File: src/rtl/fsm1_pkg.sv
// Shared types and constants for the fsm1 pulse driver and its stimulus FIFO.
package fsm1_pkg;

  // Bit positions of the fields inside a raw 3-bit stimulus vector.
  localparam int STIM_IN1_BIT = 0;
  localparam int STIM_IN2_BIT = 1;
  localparam int STIM_RST_BIT = 2;
  localparam int STIM_W       = 3;

  // One FSM period's worth of stimulus: {reset, input2, input1}.
  typedef struct packed {
    logic rst;
    logic in2;
    logic in1;
  } stim_t;

  // Sequencer states.
  typedef enum logic [1:0] {
    IDLE     = 2'd0,
    RUN      = 2'd1,
    STOPPING = 2'd2
  } state_e;

  // Unpack a raw vector into named fields using the index constants above.
  function automatic stim_t to_stim(input logic [STIM_W-1:0] bits);
    stim_t s;
    s.rst = bits[STIM_RST_BIT];
    s.in2 = bits[STIM_IN2_BIT];
    s.in1 = bits[STIM_IN1_BIT];
    return s;
  endfunction

endpackage

File: src/rtl/fsm1_stim_fifo.sv
// Small synchronous FIFO holding queued stimulus vectors.
// Push is a valid/ready handshake where ready is !o_full; pop is a strobe
// that is ignored while empty. Pointers wrap naturally because DEPTH is a
// power of two. The storage array is not reset; emptiness is tracked by the
// occupancy counter, so a reset empties the FIFO regardless of contents.
module fsm1_stim_fifo #(
  parameter int WIDTH = 3,
  parameter int DEPTH = 8
) (
  input  logic             clk,
  input  logic             rst_n,
  input  logic             i_push_valid,
  input  logic [WIDTH-1:0] i_push_data,
  input  logic             i_pop,
  output logic [WIDTH-1:0] o_head,
  output logic             o_full,
  output logic             o_empty
);

  localparam int AW = (DEPTH > 1) ? $clog2(DEPTH) : 1;

  logic [WIDTH-1:0] r_mem [DEPTH];
  logic [AW-1:0]    r_wrPtr;
  logic [AW-1:0]    r_rdPtr;
  logic [AW:0]      r_count;
  logic             w_push;
  logic             w_pop;

  assign o_full  = (r_count == (AW+1)'(DEPTH));
  assign o_empty = (r_count == '0);
  assign w_push  = i_push_valid && !o_full;
  assign w_pop   = i_pop && !o_empty;
  assign o_head  = r_mem[r_rdPtr];

  // Storage write; contents only matter while counted as occupied.
  always_ff @(posedge clk) begin
    if (w_push) begin
      r_mem[r_wrPtr] <= i_push_data;
    end
  end

  // Pointer and occupancy bookkeeping; simultaneous push and pop cancel.
  always_ff @(posedge clk or negedge rst_n) begin
    if (!rst_n) begin
      r_wrPtr <= '0;
      r_rdPtr <= '0;
      r_count <= '0;
    end else begin
      if (w_push) begin
        r_wrPtr <= r_wrPtr + AW'(1);
      end
      if (w_pop) begin
        r_rdPtr <= r_rdPtr + AW'(1);
      end
      case ({w_push, w_pop})
        2'b10:   r_count <= r_count + (AW+1)'(1);
        2'b01:   r_count <= r_count - (AW+1)'(1);
        default: r_count <= r_count;
      endcase
    end
  end

endmodule

File: src/rtl/fsm1_pulse_driver.sv
// Stimulus sequencer for fsm1_route: turns queued {reset, input2, input1}
// vectors into narrow data pulses at mid-period plus a periodic FSM clock
// pulse at the end of each period, all on the fast GCLK_Pad timebase.
//
// All pulse outputs are registered from the *next* state and tick, so an
// output register holds the value belonging to the tick the counter shows
// in the same cycle. The head vector is popped on the edge that enters the
// DATA_OFS tick.
module fsm1_pulse_driver
  import fsm1_pkg::*;
#(
  parameter int PERIOD   = 40,
  parameter int CLK_W    = 1,
  parameter int DATA_OFS = 20,
  parameter int DATA_W   = 1,
  parameter int DEPTH    = 8,
  parameter int CNT_W    = 16
) (
  input  logic             GCLK_Pad,
  input  logic             reset_n_Pad,
  input  logic             run,
  input  logic             stim_valid,
  input  logic [2:0]       stim_data,
  output logic             stim_ready,
  output logic             fsm_clk_o,
  output logic             input1_o,
  output logic             input2_o,
  output logic             reset_o,
  output logic             period_strobe,
  output logic [CNT_W-1:0] vec_count,
  output logic [CNT_W-1:0] idle_count,
  output logic             busy
);

  localparam int TICK_W = $clog2(PERIOD);
  localparam logic [TICK_W-1:0] LAST_TICK  = TICK_W'(PERIOD - 1);
  localparam logic [TICK_W-1:0] CLK_START  = TICK_W'(PERIOD - CLK_W);
  localparam logic [TICK_W-1:0] DATA_START = TICK_W'(DATA_OFS);
  localparam logic [TICK_W-1:0] DATA_END   = TICK_W'(DATA_OFS + DATA_W - 1);

  state_e              r_state;
  state_e              w_stateNext;
  logic [TICK_W-1:0]   r_tick;
  logic [TICK_W-1:0]   w_tickNext;
  logic                w_lastTick;
  logic                w_activeNext;
  logic                w_dataTick;
  logic                w_dataWindow;
  logic                w_pop;
  logic                w_fifoFull;
  logic                w_fifoEmpty;
  logic [STIM_W-1:0]   w_headBits;
  stim_t               w_head;
  stim_t               r_vec;
  stim_t               w_vecNext;
  logic                r_fsmClk;
  logic                r_strobe;
  logic                r_in1;
  logic                r_in2;
  logic                r_rst;
  logic [CNT_W-1:0]    r_vecCount;
  logic [CNT_W-1:0]    r_idleCount;

  fsm1_stim_fifo #(
    .WIDTH (STIM_W),
    .DEPTH (DEPTH)
  ) u_fifo (
    .clk          (GCLK_Pad),
    .rst_n        (reset_n_Pad),
    .i_push_valid (stim_valid),
    .i_push_data  (stim_data),
    .i_pop        (w_pop),
    .o_head       (w_headBits),
    .o_full       (w_fifoFull),
    .o_empty      (w_fifoEmpty)
  );

  // Ready is held low while reset is asserted so nothing appears accepted.
  assign stim_ready   = reset_n_Pad && !w_fifoFull;
  assign w_head       = to_stim(w_headBits);
  assign w_lastTick   = (r_tick == LAST_TICK);
  assign w_activeNext = (w_stateNext != IDLE);
  assign w_dataTick   = w_activeNext && (w_tickNext == DATA_START);
  assign w_pop        = w_dataTick && !w_fifoEmpty;
  assign w_dataWindow = w_activeNext && (w_tickNext >= DATA_START) &&
                        (w_tickNext <= DATA_END);

  // State and tick counter registers.
  always_ff @(posedge GCLK_Pad or negedge reset_n_Pad) begin
    if (!reset_n_Pad) begin
      r_state <= IDLE;
      r_tick  <= '0;
    end else begin
      r_state <= w_stateNext;
      r_tick  <= w_tickNext;
    end
  end

  // Next state and tick: a stop request lets the current period finish,
  // and a run request during the tail of a stop resumes without a gap.
  always_comb begin
    w_stateNext = r_state;
    w_tickNext  = r_tick;
    case (r_state)
      IDLE: begin
        w_tickNext = '0;
        if (run) begin
          w_stateNext = RUN;
        end
      end
      RUN: begin
        w_tickNext = w_lastTick ? '0 : r_tick + TICK_W'(1);
        if (!run) begin
          w_stateNext = w_lastTick ? IDLE : STOPPING;
        end
      end
      STOPPING: begin
        w_tickNext = w_lastTick ? '0 : r_tick + TICK_W'(1);
        if (run) begin
          w_stateNext = RUN;
        end else if (w_lastTick) begin
          w_stateNext = IDLE;
        end
      end
      default: begin
        w_stateNext = IDLE;
        w_tickNext  = '0;
      end
    endcase
  end

  // Vector held for this period's data window: loaded from the FIFO head on
  // a pop, cleared when the data tick finds the FIFO empty.
  always_comb begin
    w_vecNext = r_vec;
    if (w_dataTick) begin
      w_vecNext = w_pop ? w_head : '0;
    end
  end

  // Registered pulse outputs, including the held data vector.
  always_ff @(posedge GCLK_Pad or negedge reset_n_Pad) begin
    if (!reset_n_Pad) begin
      r_vec    <= '0;
      r_fsmClk <= 1'b0;
      r_strobe <= 1'b0;
      r_in1    <= 1'b0;
      r_in2    <= 1'b0;
      r_rst    <= 1'b0;
    end else begin
      r_vec    <= w_vecNext;
      r_fsmClk <= w_activeNext && (w_tickNext >= CLK_START);
      r_strobe <= w_activeNext && (w_tickNext == CLK_START);
      r_in1    <= w_dataWindow && w_vecNext.in1;
      r_in2    <= w_dataWindow && w_vecNext.in2;
      r_rst    <= w_dataWindow && w_vecNext.rst;
    end
  end

  // Saturating statistics: issued vectors and periods that found no data.
  always_ff @(posedge GCLK_Pad or negedge reset_n_Pad) begin
    if (!reset_n_Pad) begin
      r_vecCount  <= '0;
      r_idleCount <= '0;
    end else begin
      if (w_pop && (r_vecCount != '1)) begin
        r_vecCount <= r_vecCount + CNT_W'(1);
      end
      if (w_dataTick && w_fifoEmpty && (r_idleCount != '1)) begin
        r_idleCount <= r_idleCount + CNT_W'(1);
      end
    end
  end

  assign fsm_clk_o     = r_fsmClk;
  assign period_strobe = r_strobe;
  assign input1_o      = r_in1;
  assign input2_o      = r_in2;
  assign reset_o       = r_rst;
  assign vec_count     = r_vecCount;
  assign idle_count    = r_idleCount;
  assign busy          = (r_state != IDLE);

endmodule

File: config.mk
export PLATFORM = sky130hd
export DESIGN_NAME = fsm1_pulse_driver
export DESIGN_NICKNAME = d
export VERILOG_FILES = /design/src/rtl/fsm1_pkg.sv /design/src/rtl/fsm1_stim_fifo.sv /design/src/rtl/fsm1_pulse_driver.sv
export SDC_FILE = /design/constraint.sdc
export NUM_CORES = 1
export LEC_CHECK = 0
export ABC_AREA = 0
export BUFFER_PORTS_ARGS = -buffer_cell sky130_fd_sc_hd__buf_2
export CAP_MARGIN = 20
export CORE_MARGIN = 2
export CORE_UTILIZATION = 50
export CTS_BUF_LIST = sky130_fd_sc_hd__clkbuf_4 sky130_fd_sc_hd__clkbuf_8
export DETAILED_ROUTE_END_ITERATION = 8
export MAX_ROUTING_LAYER = met4
export PLACE_DENSITY = 0.74
export SYNTH_ARGS = -nofsm -noshare
export SYNTH_HDL_FRONTEND = slang
export SYNTH_SLANG_ARGS = --single-unit
File: constraint.sdc
create_clock -name GCLK_Pad -period 4.33 [get_ports GCLK_Pad]
set_input_delay 0 -clock GCLK_Pad [delete_from_list [all_inputs] [get_ports GCLK_Pad]]
set_output_delay 0 -clock GCLK_Pad [all_outputs]
set_load 0.05 [all_outputs]
==> results.ini <==
[timing]
finalCritPeriodShare_pct = 77.7
finalSetupViolCount = 0
fin_crit_ns = 3.36
slew_headroom_pct = 36.4
finalClockSkew_ns = 0.00840
rsz0062_at_grt = false
setup_slack_ns = 0.965
setup_tns_ns = 0
worst_pin_slew_ns = 0.954
drv_slew = 0
fmax_mhz = 297
finalHoldViolCount = 0

[setup_path]
setup.worst_path.start_class = register
cp_data_arrival_time_ns = 3.59
criticalPathCategory = register to register
critical_path_required_ns = 4.56
r2r_cells = 12
crit_path_max_fanout = 9
critPathCaptureType = register

[power]
p_int_mw = 1.29
p_clk_share_pct = 26.6
p_per_area_nw_per_um2 = 451
comb_power_share_pct = 25.4
vdd_drop_max_uv = 274
swShare_pct = 34.6
p_leak_nw = 1.70
p_total_mw = 1.97
p_switching_uw = 682
pwr-share-seq_pct = 48.0

[placement]
post-place-cells = 458
dp_hpwl_um = 5180
pre_cts_slack_ns = 1.00
place_congestion = 0.802
numPortBuffers = 45

[logic_synthesis]
avgSynthCellArea_um2 = 11.9
ys_seq_area_share_pct = 54.7
netlist_instances = 323
syn_nets = 342
syn_area_um2 = 3830
ys_warn_count = 0
yosys-top-cells-area = dfrtp_1, edfxtp_1, xor2_1
netlist.area_leader.share_pct = 35.9
synth_edf_count = 24
yosys.area.top_type = dfrtp_1
ys_async_sr_fraction_pct = 69.6
yosys_most_used_dff = dfrtp_1
synth_cell_type_count = 50
synth-seq-cells = 79

[layout]
drive_above_1_share_pct = 20.1
fin_cells = 478
area_delta_synth_final_pct = 14.0
finalNetCount = 393
num_antenna_cells = 0

[clock_network]
cts.sinks = 79
postCtsSetupBuffers = 0
cts_tree = yes
clk_latency_ns = 0.34
cts_resized = 0
path_clk_slew_ns = 0.08
htreeDepth = 3
clk_path_buf_depth = 2
root_buffer = clkbuf_8
cts-hold-fix-buffers = 4
cts_buffers = 9

[detailed_routing]
vias = 2601
wl_per_cell_um = 15.2
drc = 0
postRouteAntennaNets = 0
drtIter0Drc = 126
drt_pre_antenna_iters = 4
vias_per_cell = 5.44
drt-total-wl_um = 7280

[status]
status = finished, final reports clean

[floorplanning]
core_um2 = 7330
start_util_pct = 52.3
io_pins = 46
fp.dieW_um = 91.6
die_area_um2 = 8390
core.rowCount = 31
die_h_um = 91.6

[worst_hold_path]
hold_class = input pin to register
min_path_cells = 4

[global_routing]
grt_max_degree = 57
grt_pass1_vias = 2590
grt_pass1_wl_um = 12400
grt.total_usage_pct = 19.0
overflow = 0
grt_antenna_before_repair = 0

[job]
maxCapViolations = 0

==> path summary, 6_finish.rpt <==
kind / startpoint / slack (ns) / end
worst max-delay path: r_tick[0] / 0.97 / u_fifo.r_count[2]
worst min-delay path: stim_valid / 0.06 / u_fifo.r_wrPtr[1]
worst max register to register: r_tick[0] / 0.97 / u_fifo.r_count[2]
worst min register to register: idle_count[4] / 0.49 / idle_count[4]
max in group asynchronous: reset_n_Pad / 3.54 / idle_count[0]
min in group asynchronous: reset_n_Pad / 0.31 / vec_count[1]
==> cell usage after synthesis (2+ instances only) <==
cell type / instances
and3_1: 3
edfxtp_1: 24
buf_2: 2
ha_1: 12
xnor2_1: 15
inv_1: 7
nand2b_1: 4
mux4_2: 6
nand4b_1: 2
nand3b_1: 3
nor4b_1: 2
mux2_2: 2
nand3_1: 13
buf_1: 3
nand2_1: 25
nor3_1: 17
nor2_1: 18
nand4_1: 14
and2_1: 9
buf_6: 2
mux2i_1: 4
or4_1: 2
clkbuf_1: 5
xor2_1: 30
nor4_1: 13
dfrtp_1: 55
o21ai_0: 2
a21oi_1: 4
nor3b_1: 4
==> per-layer routing <==
metal	vias up	global-route usage [%]	share of wire [%]
met4	0	6.82	1.4
met3	10	2.99	3.1
met2	43	30.1	49
met5	-	-	0
li1	1272	-	-
met1	1276	24.9	46
==> through the flow <==
step           hold WS (ns)  util [%]  instance area [um2]
2_1_floorplan        -0.296         -                 3830
3_3_place_gp          0.175      56.5                 4140
3_5_place_dp          0.180      56.5                 4140
4_1_cts              0.0586      59.6                 4370
5_1_grt              0.0912      59.6                 4370
6_report             0.0627      59.6                 4370
==> registers in the layout (all words and copies together), names as in the netlist, 2 cells and up <==
| signal | cells |
|---|---|
| idle_count | 16 |
| r_state | 2 |
| r_tick | 6 |
| u_fifo.r_count | 4 |
| u_fifo.r_mem | 24 |
| u_fifo.r_rdPtr | 3 |
| u_fifo.r_wrPtr | 3 |
| vec_count | 16 |
==> worst max-delay path: stages (launching register included) <==
cell	delay [ns]
dfrtp_1	0.49
ha_1	0.25
nand4b_1	0.15
o21ai_0	0.51
nor2_1	0.24
a211oi_2	0.44
ha_1	0.36
xor2_1	0.10
ha_1	0.19
a21oi_1	0.16
xor2_1	0.16
nor2_1	0.06
xor2_1	0.14
==> final cells by class <==
type | instances | area (um2)
Fill cell | 609 | 2960
Clock buffer | 9 | 124
Timing Repair Buffer | 52 | 288
Multi-Input combinational cell | 225 | 1650
Inverter | 7 | 26.3
Sequential cell | 79 | 2100
Clock inverter | 7 | 63.8
Tap cell | 99 | 124
==> layout by cell type (no fill, tap or decap), types with 3 or more instances in the layout <==
cell type	count
a21oi_1	4
and2_1	9
and3_1	3
buf_2	45
buf_4	3
clkbuf_8	9
clkinv_2	3
dfrtp_1	55
dlygate4sd3_1	4
edfxtp_1	24
ha_1	12
inv_1	7
mux2i_1	4
mux4_2	6
nand2_1	25
nand2b_1	4
nand3_1	13
nand3b_1	3
nand4_1	14
nor2_1	18
nor3_1	17
nor3b_1	4
nor4_1	13
xnor2_1	15
xor2_1	30
==> logic make-up (layout without fill, tap and decap cells) <==
family,Yosys count,in the layout,share of synthesized area [%]
xor gates and xnor gates,45,45,10.3
muxes,14,14,5.84
and+or+nand+nor,136,136,19.5
adders and majority gates,12,12,3.92
AOI/OAI and AO/OA,18,18,3.43
buffers and inverters,19,75,2.32
DFF,79,79,54.7
==> power by group through the flow <==
| stage | Sequential (mW) | Clock, mW | Combinational, mW |
|---|---|---|---|
| floorplan | 0.919 | 0 | 0.445 |
| global placement | 0.954 | 0 | 0.484 |
| detailed placement | 0.959 | 0 | 0.498 |
| CTS | 0.945 | 0.533 | 0.502 |
| global route | 0.959 | 0.565 | 0.561 |
| finish | 0.946 | 0.523 | 0.501 |
Note: power is estimated with default switching activity, not from simulation.
